[config.mk]
export PLATFORM = sky130hd
export DESIGN_NAME = bfp_bw_tracker
export DESIGN_NICKNAME = d
export VERILOG_FILES = /design/src/rtl/bfp_bw_tracker.sv
export SDC_FILE = /design/constraint.sdc
export NUM_CORES = 1
export LEC_CHECK = 0
export ABC_AREA = 1
export BUFFER_PORTS_ARGS = -buffer_cell sky130_fd_sc_hd__buf_2
export CAP_MARGIN = 20
export CORE_MARGIN = 5
export CORE_UTILIZATION = 35
export DETAILED_ROUTE_END_ITERATION = 12
export PLACE_DENSITY_LB_ADDON = 0.15
export SYNTH_ARGS = -nofsm -noshare
export SYNTH_HDL_FRONTEND = slang
export SYNTH_SLANG_ARGS = --single-unit
[constraint.sdc]
create_clock -name clk -period 5 [get_ports clk]
set_input_delay 0.5 -clock clk [delete_from_list [all_inputs] [get_ports clk]]
set_output_delay 0.5 -clock clk [all_outputs]
set_load 0.1 [all_outputs]
[src/rtl/bfp_bw_tracker.sv]
// Block-floating-point bit-width tracker: reports the widest signed word seen over a 2^FFT_N sample block.
// Optional BFP_FULLSCALE_FLAG_EN adds a fullscale flag for blocks containing the most-negative value.
module bfp_bw_tracker #(
    parameter int FFT_DW    = 16,
    parameter int FFT_BFPDW = 5,
    parameter int FFT_N     = 10
) (
    input  logic                        clk,
    input  logic                        rst,
    input  logic                        start,
    input  logic                        din_valid,
    input  logic signed [FFT_DW-1:0]    din_re,
    input  logic signed [FFT_DW-1:0]    din_im,
    output logic                        busy,
    output logic                        bw_valid,
    output logic        [FFT_BFPDW-1:0] bw
`ifdef BFP_FULLSCALE_FLAG_EN
    ,
    output logic                        fullscale
`endif
);

    localparam logic [FFT_DW-1:0] MOST_NEG = {1'b1, {(FFT_DW-1){1'b0}}};

    function automatic logic [FFT_BFPDW-1:0] word_width(input logic signed [FFT_DW-1:0] x);
        logic [FFT_DW-1:0]    y;
        logic [FFT_BFPDW-1:0] w;
        w = '0;
        // Negative values are measured on their complement so that -1 maps to 0 like 0 does
        y = x[FFT_DW-1] ? ~x : x;
        for (int i = 0; i < FFT_DW; i++) begin
            if (y[i]) w = FFT_BFPDW'(i + 1);
        end
        if (x == MOST_NEG) w = FFT_BFPDW'(FFT_DW);
        return w;
    endfunction

    function automatic logic [FFT_BFPDW-1:0] umax(input logic [FFT_BFPDW-1:0] a,
                                                  input logic [FFT_BFPDW-1:0] b);
        return (a > b) ? a : b;
    endfunction

    logic [FFT_N-1:0]     r_cnt;
    logic                 r_busy;
    logic                 r_vld_p1;
    logic                 r_last_p1;
    logic [FFT_BFPDW-1:0] r_s1_p1;
    logic                 r_bwv_p2;
    logic [FFT_BFPDW-1:0] r_acc_p2;
    logic [FFT_BFPDW-1:0] r_bw_p2;

    logic                 w_accept;
    logic [FFT_N-1:0]     w_cnt_cur;
    logic                 w_last;
    logic                 w_abort;
    logic                 w_done;
    logic [FFT_BFPDW-1:0] w_s1;
    logic [FFT_BFPDW-1:0] w_acc_max;

    assign w_accept  = din_valid && (r_busy || start);
    assign w_cnt_cur = start ? '0 : r_cnt;
    assign w_last    = w_accept && (w_cnt_cur == {FFT_N{1'b1}});
    assign w_abort   = start && r_busy;
    assign w_s1      = umax(word_width(din_re), word_width(din_im));
    assign w_acc_max = umax(r_acc_p2, r_s1_p1);
    assign w_done    = r_vld_p1 && r_last_p1 && !w_abort;

    always_ff @(posedge clk) begin
        if (rst) begin
            r_cnt     <= '0;
            r_busy    <= 1'b0;
            r_vld_p1  <= 1'b0;
            r_last_p1 <= 1'b0;
            r_bwv_p2  <= 1'b0;
        end else begin
            if (w_accept)   r_cnt <= w_cnt_cur + 1'b1;
            else if (start) r_cnt <= '0;
            if (w_last)     r_busy <= 1'b0;
            else if (start) r_busy <= 1'b1;
            r_vld_p1  <= w_accept;
            r_last_p1 <= w_last;
            r_bwv_p2  <= w_done;
        end
    end

    // Stage 1: per-sample width
    always_ff @(posedge clk) begin
        r_s1_p1 <= w_s1;
    end

    // Stage 2: running maximum; a start drops whatever stage 1 holds from an aborted block
    always_ff @(posedge clk) begin
        if (rst) begin
            r_acc_p2 <= '0;
            r_bw_p2  <= '0;
        end else begin
            if (start)         r_acc_p2 <= '0;
            else if (r_vld_p1) r_acc_p2 <= w_acc_max;
            if (w_done)        r_bw_p2  <= w_acc_max;
        end
    end

    assign busy     = r_busy;
    assign bw_valid = r_bwv_p2;
    assign bw       = r_bw_p2;

`ifdef BFP_FULLSCALE_FLAG_EN
    logic r_fs_p1;
    logic r_fsacc_p2;
    logic r_fs_p2;
    logic w_fs;

    assign w_fs = (din_re == MOST_NEG) || (din_im == MOST_NEG);

    always_ff @(posedge clk) begin
        r_fs_p1 <= w_fs;
    end

    always_ff @(posedge clk) begin
        if (rst) begin
            r_fsacc_p2 <= 1'b0;
            r_fs_p2    <= 1'b0;
        end else begin
            if (start)         r_fsacc_p2 <= 1'b0;
            else if (r_vld_p1) r_fsacc_p2 <= r_fsacc_p2 | r_fs_p1;
            if (w_done)        r_fs_p2    <= r_fsacc_p2 | r_fs_p1;
        end
    end

    assign fullscale = r_fs_p2;
`endif

endmodule

Word-level counts from Yosys, hierarchy flattened
Cells that the tools add are included.
Widths: inputs -> output; s select.

cells by class
  reductions and logical operators = 9
  order comparisons = 2
  add/sub/neg operators = 1
  multiplexer cells = 40
  equality and inequality tests = 3
  bitwise logic cells = 2

operators by type and width
  cell                   number
  $mux 5                 34
  $eq 16x16->1 const B   2
  $mux 16                2
  $not 16->16            2
  $mux 10                2
  $add 10x1->10 const B  1
  $eq 10x10->1 const B   1
  $gt 5x5->1             2
  $logic_and 1x1->1      5
  $reduce_or 2->1        2
  $mux 1                 2
  $logic_not 1->1        1
  $logic_or 1x1->1       1

storage, ports and cells
  logic and storage cells = 65
  input port bits = 36
  output and inout bits = 7
  register bits after elaboration = 29

Depth between registers and ports, before layout
Gate-level depths: netlist of the first run.

  depth in word-level cells = 21
  gate-level depth with buffers = 24
  depth with buffers taken out = 23

Worst setup path before layout of the first run
Ideal clock, no wire load.

  kind = input-to-reg
  start point = in din_re[15]
  end point = reg r_s1_p1[0]
  arrival time = 2.561 ns
  slack = 2.325 ns
  library setup time = 0.114 ns
  path buffers = 2
  stages = 18
  data required time = 4.886 ns
  cells stage by stage = buf_6 > buf_12 > xor2_1 > inv_1 > nand2_1 > nor2_1 > nor2_1 > nor2_1 > nor2_1 > o21ai_1 > inv_1 > ha_1 > nand3_1 > or2_2 > a32oi_2 > inv_1 > nand3_1 > nand2_1

between the ends
  longest elaborated chain between the ends = 20
  elaborated cells on any way between the ends = 22
  classes of those cells = order compare (1); eq/ne (1); mux (19); bitwise (1)

RTL lines
  item                  line  text
  from (decl)           12    input logic signed [FFT_DW-1:0] din_re,
  $mux 16               30    y = x[FFT_DW-1] ? ~x : x;
  $mux 1                32    if (y[i]) w = FFT_BFPDW'(i + 1);
  $mux 5 (15 in a row)  32
  $mux 5 *              34    if (x == MOST_NEG) w = FFT_BFPDW'(FFT_DW);
  $gt 5x5->1            40    return (a > b) ? a : b;
  $mux 5 *              40
  net w_s1[0]           57    logic [FFT_BFPDW-1:0] w_s1;
  to (signal assigned)  88    r_s1_p1 <= w_s1;
  to (decl)             47    logic [FFT_BFPDW-1:0] r_s1_p1;

The timed path passes the listed nets; every way through them passes the cells marked *.
A chain may end at the register's enable or synchronous reset.

Worst setup path after layout of the first run
Same ends and word-level chain as after synthesis.

==> results.yml, run 1 <==
outcome:
  status: "completed"
logic_synthesis:
  post-synth-top-area-fraction_pct: 25.99
  synthTopCellsByCount: "nand2_1, inv_1, dfxtp_1"
  synthCells: 336
  yosysWarningCount: 0
  async_flop_share_pct: 0
  synth-seq-cells: 29
  synth_nets: 385
  netlist_area_um2: 2233
  synth_top_flop_cell: "dfxtp_1"
  ys_types: 36
  synth_top_area_cell: "dfxtp_1"
  postSynthAreaPerCell_um2: 6.647
  synth.most_common_cell: "nand2_1"
  synth_edf_count: 0
  ys_seq_area_share_pct: 25.99
  netlist_top_cells_area: "dfxtp_1, nand2_1, inv_1"
cts:
  cts-resized-gates: 0
  clk_pin_slew_ns: 0.06
  cts_buffer_depth: 2
  cts_tree: "yes"
  ctsRootBufferMaster: "clkbuf_8"
  cts_num_sinks: 29
  clk_latency_ns: 0.28
  cts_setup_buffers: 0
  h-tree-depth: 2
  numCtsBuffers: 5
  holdBufCountCts: 0
routing:
  drc: 0
  wl_per_cell_um: 9.338
  num_vias: 2032
  routed_wl_mm: 4.258
  drt-pass1-iter-count: 4
  ant_nets: 0
  vias_per_cell: 4.456
  dr.first_iter.drc_count: 34
floorplanning:
  io_pins: 43
  die_x_um: 89.88
  start_util_pct: 35.58
  die_area_um2: 8078
  fp.dieH_um: 89.88
  core_um2: 6277
  placementRows: 29
sta:
  timing.setup.tns_ns: 0
  finClkSkew_ns: 0.008547
  period_share_pct: 57.64
  setup_viol: 0
  hold_violations: 0
  drv_slew: 0
  slew_headroom_pct: 62.76
  worstMarginPinSlew_ns: 0.5548
  rsz0062_at_grt: "false"
  fin_crit_ns: 2.882
  clock.fmax_ghz: 0.3470
  hold-worst-slack_ns: 0.4474
critical_path:
  endpoint_kind: "flip-flop"
  rrSetupSlack_ns: 3.13
  start_kind: "primary input"
  required_ns: 5.17
  worstSetupPathType: "primary input to flip-flop"
  worstPathMaxFanout: 17
  arrival_ns: 3.05
place:
  globalplace.congestion: 0.7734
  hpwl_mm: 3.536
  io_buffers: 42
layout:
  drive_gt1_share_pct: 18.21
  nNetsFinal: 427
  area_delta_synth_final_pct: 13.73
  antenna_cells: 0
  fill_cells: 699
pwr:
  total_leakage_power_uw: 0.001270
  switchingPower_uw: 207.0
  seqPwrFrac_pct: 41.3
  switching_share_pct: 33.03
  combPwrFrac_pct: 30.0
  powerDensity_nw_per_um2: 246.8
  intPower_uw: 419.8
  p_clk_share_pct: 28.7
  peakVddDrop_v: 0.0001625
global_routing:
  grt_max_degree: 18
  grt_pass1_wl_mm: 7.790
  grt_pass1_vias: 1888
  grt_usage_pct: 10.98
  gr-total-overflow: 0
  antenna_found_initial: 0
hold_path:
  hold_class: "flip-flop to flip-flop"
run:
  maxCapViolations: 0
## worst max-delay path, cell delays in order
cell,delay [ns]
buf_2,0.34
ha_1,0.23
inv_1,0.05
nor4_1,0.23
and3_1,0.25
a21oi_1,0.08
ha_1,0.28
nand2_1,0.05
inv_1,0.06
nand3_1,0.07
or2_2,0.28
a32oi_2,0.40
inv_1,0.07
nand3_1,0.09
nand2_1,0.06
## cells in the final DEF, fill, tap and decap left out, drive strengths merged
cell type	instances
nand2	79
a21boi	1
xor2	2
a31oi	1
nor4	6
inv	62
a21oi	22
nand3	11
and2	1
clkinv	3
nand4	2
ha	13
and3	1
o221ai	1
nor3	6
nor3b	1
buf	42
o21ai	34
nor2	32
clkbuf	6
dfxtp	29
a32oi	1
o21a	1
or2	1
xnor2	21
## flip-flops by register name, summed over array words and instances (netlist names)
signal / flops
r_vld_p1: 1
r_cnt: 10
r_last_p1: 1
r_s1_p1: 5
bw_valid: 1
r_acc_p2: 5
busy: 1
bw: 5
## power by group through the flow
| stage | clock network [uW] | registers, uW | logic (uW) |
|---|---|---|---|
| after floorplan | 0 | 265 | 142 |
| after global placement | 0 | 265 | 188 |
| after detailed placement | 0 | 264 | 190 |
| after CTS | 189 | 259 | 190 |
| after global routing | 199 | 261 | 221 |
| final | 180 | 259 | 188 |
## per-layer routing
| metal | wire [um] | global-route usage (%) | up-vias |
|---|---|---|---|
| li1 | - | - | 1141 |
| met1 | 2198 | 14.92 | 850 |
| met2 | 1820 | 17.26 | 39 |
| met3 | 229 | 3.005 | 2 |
| met4 | 10 | 2.605 | 0 |
| met5 | 0 | 0 | - |
## cells by family (layout without fill, tap and decap cells)
kind of cell	count (synthesis)	in the layout	share of synthesized area, %
flip-flops	29	29	25.99
buffers and inverters	70	113	14.29
AO/OA/AOI/OAI	61	61	14.79
XOR/XNOR	23	23	9.356
AND/OR/NAND/NOR	140	140	28.29
adder cells (fa/ha/maj)	13	13	7.283
## metrics by stage
stage	instance area (um^2)	power, uW	setup slack [ns]	util [%]	instances
2_1_floorplan	2233	407.5	2.325	-	336
3_3_place_gp	2457	452.5	1.880	39.15	448
3_5_place_dp	2457	453.7	1.820	39.15	448
4_1_cts	2540	638.6	2.110	40.46	456
5_1_grt	2540	681.5	1.822	40.46	456
6_report	2540	626.8	2.118	40.46	456
## final timing paths
path | start | endpoint | cells past startpoint
setup / recovery | din_re[15] | r_s1_p1[0]$_DFF_P_ | 15
hold reg to reg | r_cnt[9]$_SDFF_PP0_ | busy$_SDFFE_PP0P_ | 1
setup reg to reg | r_s1_p1[4]$_DFF_P_ | r_acc_p2[1]$_SDFFE_PP0P_ | 9
hold / removal | r_cnt[9]$_SDFF_PP0_ | busy$_SDFFE_PP0P_ | 1
## area by class of cell
cell class / instances / area, um^2 / area share (%)
Multi-Input combinational cell: 237 / 1334 / 52.51
Sequential cell: 29 / 580.6 / 22.86
Inverter: 63 / 236.5 / 9.310
Timing Repair Buffer: 42 / 210.2 / 8.276
Tap cell: 77 / 96.34 / 3.793
Clock buffer: 6 / 72.57 / 2.857
Clock inverter: 2 / 10.01 / 0.3941
Power figures use the tool's default switching activity.
==> run 2, diff against run 1 <==
Clock period 5 ns to 2.95 ns, I/O delays scaled along.
==> run 2 against run 1 <==
Net effect: wire length rose by 1.7%; combinational power rose by 73%; clock power rose by 77%; final cell count rose by 0.66%; sequential cell count did not move; critical endpoint is now r_s1_p1[4]$_DFF_P_; sequential power rose by 69%; sequential share of layout area fell by 0.23 points; worst setup slack got worse by 1.6 ns; clock skew fell by 0.0045 ns.
==> results.yml, run 2 (synthesis results as in run 1) <==
sta:
  clock.fmax_ghz: 0.4069
  hold_violations: 0
  drv_slew: 0
  finClkSkew_ns: 0.004085
  setup_viol: 0
  slew_headroom_pct: 64.93
  timing.setup.tns_ns: 0
  worstMarginPinSlew_ns: 0.5225
  hold-worst-slack_ns: 0.3007
  rsz0062_at_grt: "false"
  period_share_pct: 83.30
  fin_crit_ns: 2.457
cts:
  cts_num_sinks: 29
  cts_setup_buffers: 0
  cts-resized-gates: 0
  numCtsBuffers: 5
  clk_latency_ns: 0.28
  ctsRootBufferMaster: "clkbuf_8"
  h-tree-depth: 2
  cts_tree: "yes"
  holdBufCountCts: 0
  clk_pin_slew_ns: 0.06
  cts_buffer_depth: 2
critical_path:
  crit_buf_inv: 4
  crit_family: "simple AND/OR/NAND/NOR gates"
  endpoint_kind: "flip-flop"
  arrival_ns: 2.62
  crit_slowest_cell: "nor4_1"
  worst_path_largest_cell_delay_ns: 0.31
  start_kind: "primary input"
  worstSetupPathType: "primary input to flip-flop"
  required_ns: 3.11
  worstPathCellList: "buf_2, nor4_1, inv_1, nor4_1, nand4_1, o21ai_1, inv_1, ha_1, nand3_1, or2_2, a32oi_2, buf_4, o21ai_0"
  worstPathMaxFanout: 9
routing:
  vias_per_cell: 4.536
  routed_wl_mm: 4.332
  wl_per_cell_um: 9.438
  ant_nets: 0
  drc: 0
  num_vias: 2082
  dr.first_iter.drc_count: 65
  drt-pass1-iter-count: 4
pwr:
  switchingPower_uw: 363.4
  intPower_uw: 719.5
  powerDensity_nw_per_um2: 422.0
  combPwrFrac_pct: 30.1
  seqPwrFrac_pct: 40.5
  total_leakage_power_uw: 0.001283
  switching_share_pct: 33.56
  peakVddDrop_v: 0.0002498
  p_clk_share_pct: 29.4
global_routing:
  grt_max_degree: 12
  gr-total-overflow: 0
  antenna_found_initial: 0
  grt_pass1_vias: 1910
  grt_pass1_wl_mm: 7.810
  grt_usage_pct: 11.13
place:
  hpwl_mm: 3.641
  globalplace.congestion: 0.7893
  io_buffers: 42
layout:
  final_common_cell: "nand2_1"
  final_cell_mix: "nand2_1, inv_1, buf_2, dfxtp_1, o21ai_0"
  largest_reg_flops: 10
  area_delta_synth_final_pct: 14.90
  drive_gt1_share_pct: 19.11
  nNetsFinal: 430
  antenna_cells: 0
  top_register: "r_cnt"
hold_path:
  hold_class: "primary input to flip-flop"
run:
  maxCapViolations: 0
floorplanning:
  core_um2: 6277
  io_pins: 43
  start_util_pct: 35.58
  placementRows: 29
  die_x_um: 89.88
  die_area_um2: 8078
  fp.dieH_um: 89.88
outcome:
  status: "completed"
==> run 2: layout make-up <==
| cell class | count | area, um^2 |
|---|---|---|
| Clock buffer | 5 | 68.82 |
| Clock inverter | 3 | 17.52 |
| Fill cell | 701 | 3711 |
| Inverter | 63 | 236.5 |
| Multi-Input combinational cell | 237 | 1334 |
| Sequential cell | 29 | 580.6 |
| Tap cell | 77 | 96.34 |
| Timing Repair Buffer | 45 | 232.7 |
==> run 2: worst min-delay path: cells and delay by family <==
kind                   cells  cell delay [ns]
buffers and inverters      1             0.08
and+or+nand+nor            1             0.09
AOI/OAI and AO/OA          1             0.08
==> run 2: power groups by stage <==
stage | Sequential (uW) | Clock [uW] | Combinational, uW
floorplan | 450 | 0 | 241
global placement | 449 | 0 | 324
detailed placement | 448 | 0 | 328
CTS | 439 | 330 | 330
global route | 443 | 355 | 382
finish | 438 | 319 | 326
==> run 2: layer usage <==
metal / vias up / track usage, % / part of all wire, %
met5: - / 0 / 0
met4: 0 / 3.226 / 1.0
met3: 6 / 3.506 / 6.1
met2: 52 / 18.35 / 44
met1: 871 / 13.88 / 49
li1: 1153 / - / -
==> run 2: through the flow <==
step                      cells  total power, uW  instance area (um^2)  util, %  setup WS (ns)
after floorplan             336            690.7                  2233        -         0.4797
after global placement      451            772.9                  2480    39.51         0.2282
after detailed placement    451            775.4                  2480    39.51         0.1518
after CTS                   459             1099                  2566    40.88         0.4487
after global routing        459             1180                  2566    40.88         0.1864
final                       459             1083                  2566    40.88         0.4927
==> run 2: worst paths after layout <==
path,end,startpoint,cells after the start,slack [ns]
setup / recovery,r_s1_p1[4]$_DFF_P_,din_re[1],13,0.49
hold / removal,r_vld_p1$_SDFF_PP0_,din_valid,3,0.30
setup reg to reg,r_acc_p2[1]$_SDFFE_PP0P_,r_s1_p1[4]$_DFF_P_,10,1.07
hold reg to reg,busy$_SDFFE_PP0P_,r_cnt[9]$_SDFF_PP0_,1,0.46
